File: src/rtl/collision_scan_ctrl.sv
// collision_scan_ctrl: once per frame, scans every car slot through a single AABB
// overlap checker (one car per cycle) and reports the lowest-numbered colliding car.
// It also sequences death, respawn, lives and game over.
// Latency: a scan occupies NUM_CARS cycles after the tick, then one REPORT cycle,
// so o_Hit appears NUM_CARS+1 cycles after i_Frame_Tick.
// Frame ticks that arrive while busy, in DEAD (except for counting) or in GAME_OVER
// are dropped; nothing is queued.
// Ports:
//   i_Clk, i_Rst_N                 clock, async active-low reset
//   i_Frame_Tick, i_Restart        frame pulse, leave-game-over request
//   i_Frog_X/Y, i_Car_X/Y_Flat     frog position, packed car positions (10 bits each)
//   o_Scan_Busy, o_Hit, o_Hit_Car  scan status, hit pulse, colliding car index
//   o_Frog_Freeze, o_Respawn       frog freeze level, respawn pulse
//   o_Lives, o_Game_Over           remaining lives, game-over level
module collision_scan_ctrl #(
  parameter int TILE_SIZE      = 32,
  parameter int NUM_CARS       = 4,
  parameter int RESPAWN_FRAMES = 60,
  parameter int LIVES          = 3
) (
  input  logic                    i_Clk,
  input  logic                    i_Rst_N,
  input  logic                    i_Frame_Tick,
  input  logic                    i_Restart,
  input  logic [9:0]              i_Frog_X,
  input  logic [9:0]              i_Frog_Y,
  input  logic [10*NUM_CARS-1:0]  i_Car_X_Flat,
  input  logic [10*NUM_CARS-1:0]  i_Car_Y_Flat,
  output logic                    o_Scan_Busy,
  output logic                    o_Hit,
  output logic [3:0]              o_Hit_Car,
  output logic                    o_Frog_Freeze,
  output logic                    o_Respawn,
  output logic [3:0]              o_Lives,
  output logic                    o_Game_Over
);

  typedef enum logic [2:0] {S_IDLE, S_SCAN, S_REPORT, S_DEAD, S_OVER} state_t;

  localparam logic [3:0]  LAST_IDX  = 4'(NUM_CARS - 1);
  localparam logic [7:0]  RESP_LAST = 8'(RESPAWN_FRAMES - 1);
  localparam logic [3:0]  LIVES_INI = 4'(LIVES);
  localparam logic [10:0] TS        = 11'(TILE_SIZE);

  state_t      state, state_n;
  logic [9:0]  frog_x, frog_y;
  logic [3:0]  idx;
  logic        hit_flag;
  logic [3:0]  hit_idx;
  logic [3:0]  hit_car;
  logic [3:0]  lives;
  logic [7:0]  resp_cnt;
  logic        respawn;

  // Car coordinates are taken live in their check cycle; frog comes from the snapshot.
  // Sums are 11 bits wide so a sprite near X=1023 cannot wrap into a false overlap.
  logic [10:0] fx, fy, cx, cy;
  logic        overlap;

  always_comb begin
    fx = {1'b0, frog_x};
    fy = {1'b0, frog_y};
    cx = {1'b0, i_Car_X_Flat[idx*10 +: 10]};
    cy = {1'b0, i_Car_Y_Flat[idx*10 +: 10]};
    // Strict inequalities: sprites that only share an edge do not collide.
    overlap = (fx < cx + TS) && (cx < fx + TS) &&
              (fy < cy + TS) && (cy < fy + TS);
  end

  always_ff @(posedge i_Clk or negedge i_Rst_N) begin
    if (!i_Rst_N) state <= S_IDLE;
    else          state <= state_n;
  end

  always_comb begin
    state_n = state;
    case (state)
      S_IDLE:   if (i_Frame_Tick) state_n = S_SCAN;
      S_SCAN:   if (idx == LAST_IDX) state_n = S_REPORT;
      S_REPORT: begin
        if (hit_flag) state_n = (lives <= 4'd1) ? S_OVER : S_DEAD;
        else          state_n = S_IDLE;
      end
      // The tick that ends DEAD is consumed here, so it cannot also start a scan.
      S_DEAD:   if (i_Frame_Tick && resp_cnt == RESP_LAST) state_n = S_IDLE;
      S_OVER:   if (i_Restart) state_n = S_IDLE;
      default:  state_n = S_IDLE;
    endcase
  end

  always_ff @(posedge i_Clk or negedge i_Rst_N) begin
    if (!i_Rst_N) begin
      frog_x   <= '0;
      frog_y   <= '0;
      idx      <= '0;
      hit_flag <= 1'b0;
      hit_idx  <= '0;
      hit_car  <= '0;
      lives    <= LIVES_INI;
      resp_cnt <= '0;
      respawn  <= 1'b0;
    end else begin
      respawn <= 1'b0;
      case (state)
        S_IDLE: begin
          if (i_Frame_Tick) begin
            frog_x   <= i_Frog_X;
            frog_y   <= i_Frog_Y;
            idx      <= '0;
            hit_flag <= 1'b0;
          end
        end
        S_SCAN: begin
          // Only the first overlapping slot is kept; the scan still runs to the end.
          if (overlap && !hit_flag) begin
            hit_flag <= 1'b1;
            hit_idx  <= idx;
          end
          if (idx != LAST_IDX) idx <= idx + 4'd1;
        end
        S_REPORT: begin
          if (hit_flag) begin
            hit_car  <= hit_idx;
            if (lives != 4'd0) lives <= lives - 4'd1;
            resp_cnt <= '0;
          end
        end
        S_DEAD: begin
          if (i_Frame_Tick) begin
            resp_cnt <= resp_cnt + 8'd1;
            respawn  <= (resp_cnt == RESP_LAST);
          end
        end
        S_OVER: begin
          if (i_Restart) lives <= LIVES_INI;
        end
        default: ;
      endcase
    end
  end

  // o_Hit_Car shows the new index during the hit cycle and then holds the stored one.
  always_comb begin
    o_Scan_Busy   = (state == S_SCAN) || (state == S_REPORT);
    o_Hit         = (state == S_REPORT) && hit_flag;
    o_Hit_Car     = o_Hit ? hit_idx : hit_car;
    o_Frog_Freeze = (state == S_DEAD) || (state == S_OVER);
    o_Game_Over   = (state == S_OVER);
    o_Respawn     = respawn;
    o_Lives       = lives;
  end

endmodule

File: config.mk
export PLATFORM = sky130hd
export DESIGN_NAME = collision_scan_ctrl
export DESIGN_NICKNAME = d
export VERILOG_FILES = /design/src/rtl/collision_scan_ctrl.sv
export SDC_FILE = /design/constraint.sdc
export NUM_CORES = 1
export LEC_CHECK = 0
export ABC_CLOCK_PERIOD_IN_PS = 8400
export CAP_MARGIN = 20
export CORE_ASPECT_RATIO = 1.1
export CORE_UTILIZATION = 53
export CTS_BUF_LIST = sky130_fd_sc_hd__clkbuf_8
export DETAILED_ROUTE_END_ITERATION = 8
export PLACE_DENSITY = 0.95
export SLEW_MARGIN = 10
export SYNTH_ARGS = -nofsm -noshare
export SYNTH_HDL_FRONTEND = slang
export SYNTH_SLANG_ARGS = --single-unit
File: constraint.sdc
create_clock -name i_Clk -period 8.4 [get_ports i_Clk]
set_input_delay 1.68 -clock i_Clk [delete_from_list [all_inputs] [get_ports i_Clk]]
set_output_delay 1.68 -clock i_Clk [all_outputs]
set_load 0.02 [all_outputs]
# Word level (Yosys, flattened, before mapping)
# Index checks and enable logic that the tools add are counted.
# Widths: inputs -> output; s select.
[op_classes]
n_addsub = 7
n_mul = 1
magnitude_cmp = 5
n_eq_ne = 16
shift = 2
n_mux = 23
n_reduce_logical = 22
[ops]
columns = ["cell", "count"]
rows = [
  ["$shiftx 40x9->10", 2],
  ["$add 10x6->11 const B", 4],
  ["$lt 10x11->1", 4],
  ["$mux 4", 6],
  ["$mux 3", 6],
  ["$ne 2x2->1 const B", 9],
  ["$mux 8", 2],
  ["$pmux 4 s2", 2],
  ["$pmux 8 s2", 1],
  ["$pmux 3 s5", 1],
  ["$reduce_and 3->1", 3],
  ["$add 8x1->8 const B", 1],
  ["$eq 8x6->1 const B", 1],
  ["$reduce_and 4->1", 2],
  ["$mul 4x3->7 const B", 1],
  ["$eq 3x2->1 const B", 2],
  ["$logic_and 1x1->1", 6],
  ["$reduce_and 2->1", 3],
  ["$reduce_bool 2->1", 3],
  ["$add 4x1->4 const B", 1],
  ["$eq 4x2->1 const B", 1],
  ["$le 4x1->1 const B", 1],
  ["$mux 1", 4],
  ["$ne 4x2->1 const B", 1],
  ["8 further kinds", 9],
]
[word_totals]
regBits = 49
inputBits = 104
output_inout_bits = 13
word_cells = 86

# Logic depth before layout (Yosys ltp)
[logic_depth]
ltp_word = 10
ltp_mapped = 16
ltp_nobuf = 12

# Worst setup path before layout
# Ideal clock, no wire load.
[synth_timing]
kind = "in2reg"
start = "in i_Car_X_Flat[36]"
end = "reg hit_idx[0]"
setup_time_ns = 0.125
arrival_time_ns = 4.243
required_time_ns = 8.275
path_slack_ns = 4.032
stages = 11
path_buffers = 0
cell_sequence = "mux4_2 > and2_1 > ha_1 > xnor2_1 > ha_1 > and3_1 > a221oi_1 > o21ai_0 > o21ai_0 > o2111ai_4 > mux2_4"
[synth_via]
elab_chain_cells = 8
word_cells_on_any_way = 9
classes_between = "add/sub (1); order compare (2); shift (1); reduce/logical (5)"
[synth_lines]
columns = ["element", "line_no", "text"]
rows = [
  ["from (decl)", "27", "input logic [10*NUM_CARS-1:0] i_Car_X_Flat,"],
  ["$shiftx 40x9->10 *", "63", "cx = {1'b0, i_Car_X_Flat[idx*10 +: 10]};"],
  ["$add 10x6->11", "66", "overlap = (fx < cx + TS) && (cx < fx + TS) &&"],
  ["$lt 10x11->1", "66", ""],
  ["$logic_and 1x1->1 * (2 in a row)", "66", ""],
  ["$logic_and 1x1->1 *", "67", "(fy < cy + TS) && (cy < fy + TS);"],
  ["$logic_and 1x1->1 *", "115", "if (overlap && !hit_flag) begin"],
  ["$reduce_and 2->1 (no line) *", "-", ""],
  ["to (signal assigned)", "117", "hit_idx <= idx;"],
  ["to (decl)", "49", "logic [3:0] hit_idx;"],
]
# Every way passes the cells marked *; elsewhere a longest branch is shown, timed or not.
# A chain may end at the register's enable or synchronous reset.

# Final worst setup path
[layout_timing]
start = "in i_Car_X_Flat[25]"
end = "reg hit_idx[0]"
# The elaborated chain is that of the path after synthesis.

==> reports/metrics.yaml <==
tritoncts: "built"
syn-num-nets: 553
place_inst: 598
grt-ovfl-total: 0
path_buf_inv: 1
crit_slowest_cell: "mux4_2"
fin_setup_tns_ps: 0
worstMarginPinSlew_ps: 751
netlist_area_um2: 3910
critPathMaxStageDelay_ps: 490
rows: 32
die_w_um: 83.9
max-slew-margin-rel: 0.499
cts.sinks: 49
die_y_um: 92.1
antennaDiodeCount: 0
violations: "DRC"
multi_input_area_um2: 2510
hold_viol: 0
grt_setup_unrepaired: "false"
yosysUniqueCellTypes: 53
antenna_found_initial: 0
start_kind: "primary input"
start_util: 0.552
cp_max_fo: 5
place_congestion: 0.891
cts_max_path_buffers: 2
nets: 666
cts_max_level: 2
total_power_w: 0.00184
place_hpwl_um: 7870
n_fill_cell: 496
maxCapViolations: 0
grt_pass1_vias: 3864
yosys_warnings: 0
io_buffers: 116
skew_ps: 6.12
maxSlewViolCount: 0
final_cell_mix: "clkdlybuf4s50_1 (115), nand2_1 (49), dfrtp_1 (47)"
yosysTopAreaCell: "dfrtp_1"
initialDrtViolationCount: 149
crit_family: "compound AO/OA/AOI/OAI gates"
holdBufCountCts: 0
clkSlewWorstSetupHoldPaths_ps: 90
grt_start_max_net_pins: 50
setup_ws_ps: 3680
power_leakage_nw: 2.37
setup_viol: 0
gr-usage-all-layers: 0.279
top_level_ports: 117
required_ps: 8590
endpoint_kind: "flop"
first_pass_iters: 6
period_needed_ps: 4720
cts_made_buffers: 5
place_ws_ps: 3380
synth_edf_count: 0
core_um2: 7090
synth-async-reset-ratio: 1.00
antenna_left: 0
cts_resized: 0
finalWirelength_um: 10200
powerDensity_nw_per_um2: 350
fin_crit_sh: 0.562
worstHoldPathType: "flop to flop"
fmax_mhz: 212
cp_cell_sequence: "clkdlybuf4s50_1 > mux4_2 > and2_1 > ha_1 > xnor2_1 > ha_1 > and3_1 > a221oi_1 > o21ai_0 > o21ai_0 > o2111ai_4 > mux2_4"
die_area_um2: 7730
holdWs_ps: 489
final_common_cell: "clkdlybuf4s50_1"
arrival_ps: 4910
drive_gt1_frac: 0.0998
post_cts_buffers: 0
seqCellArea_um2: 1230
yosys.area.top_type_share: 0.301
syn_area_per_cell_um2: 9.62
wl_per_cell_um: 16.8
ys_seq_area_frac: 0.314
cts-root-buf: "clkbuf_8"
grt_pass1_wl_um: 17400
postSynthCellCount: 407
peakVddDrop_v: 0.000211
synth_seq_cells: 49
drc: 28
critPathKind: "primary input to flop"
area_growth_pct: 34.3
dominantRegCellSynth: "dfrtp_1"
via_per_inst: 5.72
synth.area.top_cells: "dfrtp_1 (30%), ha_1 (13%), mux2_2 (6.0%)"
clk_latency_ps: 310
status: "finished, violations left"
vias: 3465
layoutNonFillerInstCount: 606
-- area by class of cell --
cell class	instances	share of cell area
Clock inverter	2	0.00643
Timing Repair Buffer	120	0.226
Clock buffer	6	0.0157
Sequential cell	49	0.234
Multi-Input combinational cell	316	0.478
Tap cell	85	0.0202
Inverter	28	0.0200
-- per-stage QoR --
| step | instance area [um2] | util |
|---|---|---|
| after floorplan | 3910 | - |
| after global placement | 5140 | 0.725 |
| after detailed placement | 5140 | 0.725 |
| after CTS | 5250 | 0.741 |
| after global routing | 5260 | 0.742 |
| final | 5260 | 0.742 |
-- registers in the layout, indices dropped and copies added (netlist names) --
signal and count:
o_Respawn 1, frog_y 10, state 3, resp_cnt 8, frog_x 10, o_Lives 4, idx 4, hit_idx 4
hit_car 4, hit_flag 1
-- cells by family after synthesis --
| family | count (synthesis) | synth area share |
|---|---|---|
| and+or+nand+nor | 125 | 0.153 |
| AOI/OAI and AO/OA | 80 | 0.139 |
| muxes | 49 | 0.169 |
| DFF | 49 | 0.314 |
| buffers and inverters | 42 | 0.0454 |
| adders and majority gates | 42 | 0.134 |
| xor gates and xnor gates | 20 | 0.0448 |
-- per-layer routing --
layer  share of wire  global-route usage  wire length (um)  vias to the layer above
li1                -                   -                 -                     1675
met2            0.51               0.521              5200                      136
met3           0.064              0.0486               650                       31
met4           0.028               0.118               283                        0
met5               0                   0                 0                        -
met1            0.40               0.311              4060                     1623
-- final timing paths --
| check | from | to | slack [ps] | cells past startpoint |
|---|---|---|---|---|
| max reg2reg | idx[0] | hit_idx[0] | 4270 | 12 |
| max | i_Car_X_Flat[25] | hit_idx[0] | 3680 | 12 |
| min in group asynchronous | i_Rst_N | o_Respawn | 1400 | 1 |
| max in group asynchronous | i_Rst_N | frog_y[9] | 6580 | 1 |
| min reg2reg | hit_car[2] | hit_car[2] | 490 | 2 |
| min | hit_car[2] | hit_car[2] | 490 | 2 |
-- cell usage after synthesis, types with 2 or more instances --
| master | n |
|---|---|
| nand3_1 | 15 |
| nor2_1 | 20 |
| a22o_1 | 2 |
| nand2b_1 | 10 |
| dfstp_2 | 2 |
| xor2_1 | 13 |
| and2_1 | 11 |
| a2111oi_0 | 2 |
| inv_1 | 28 |
| mux4_2 | 10 |
| nand3b_1 | 2 |
| buf_6 | 2 |
| and3_1 | 6 |
| o211ai_1 | 4 |
| a211oi_1 | 2 |
| clkbuf_1 | 6 |
| xnor2_1 | 7 |
| o22ai_1 | 4 |
| mux2_4 | 4 |
| nor3_1 | 2 |
| nand2_1 | 49 |
| buf_2 | 4 |
| a21o_1 | 6 |
| o21a_1 | 2 |
| buf_1 | 2 |
| o21ai_0 | 27 |
| mux2_2 | 21 |
| dfrtp_1 | 47 |
| nand4_1 | 2 |
| mux2i_1 | 14 |
| or3_1 | 2 |
| ha_1 | 42 |
| a21oi_1 | 17 |
-- worst register-to-register path, delay by kind of cell, from the launching register on --
kind	cells	cell delay, ps
AOI/OAI and AO/OA	4	930
xor gates and xnor gates	1	180
adders and majority gates	2	490
buffers and inverters	1	370
DFF	1	760
muxes	2	910
and+or+nand+nor	2	370
-- power by group --
group	switching (W)	internal (W)
registers	0.000130	0.000334
clock network	0.0000808	0.0000960
logic	0.000615	0.000582
Power figures use the tool's default switching activity.
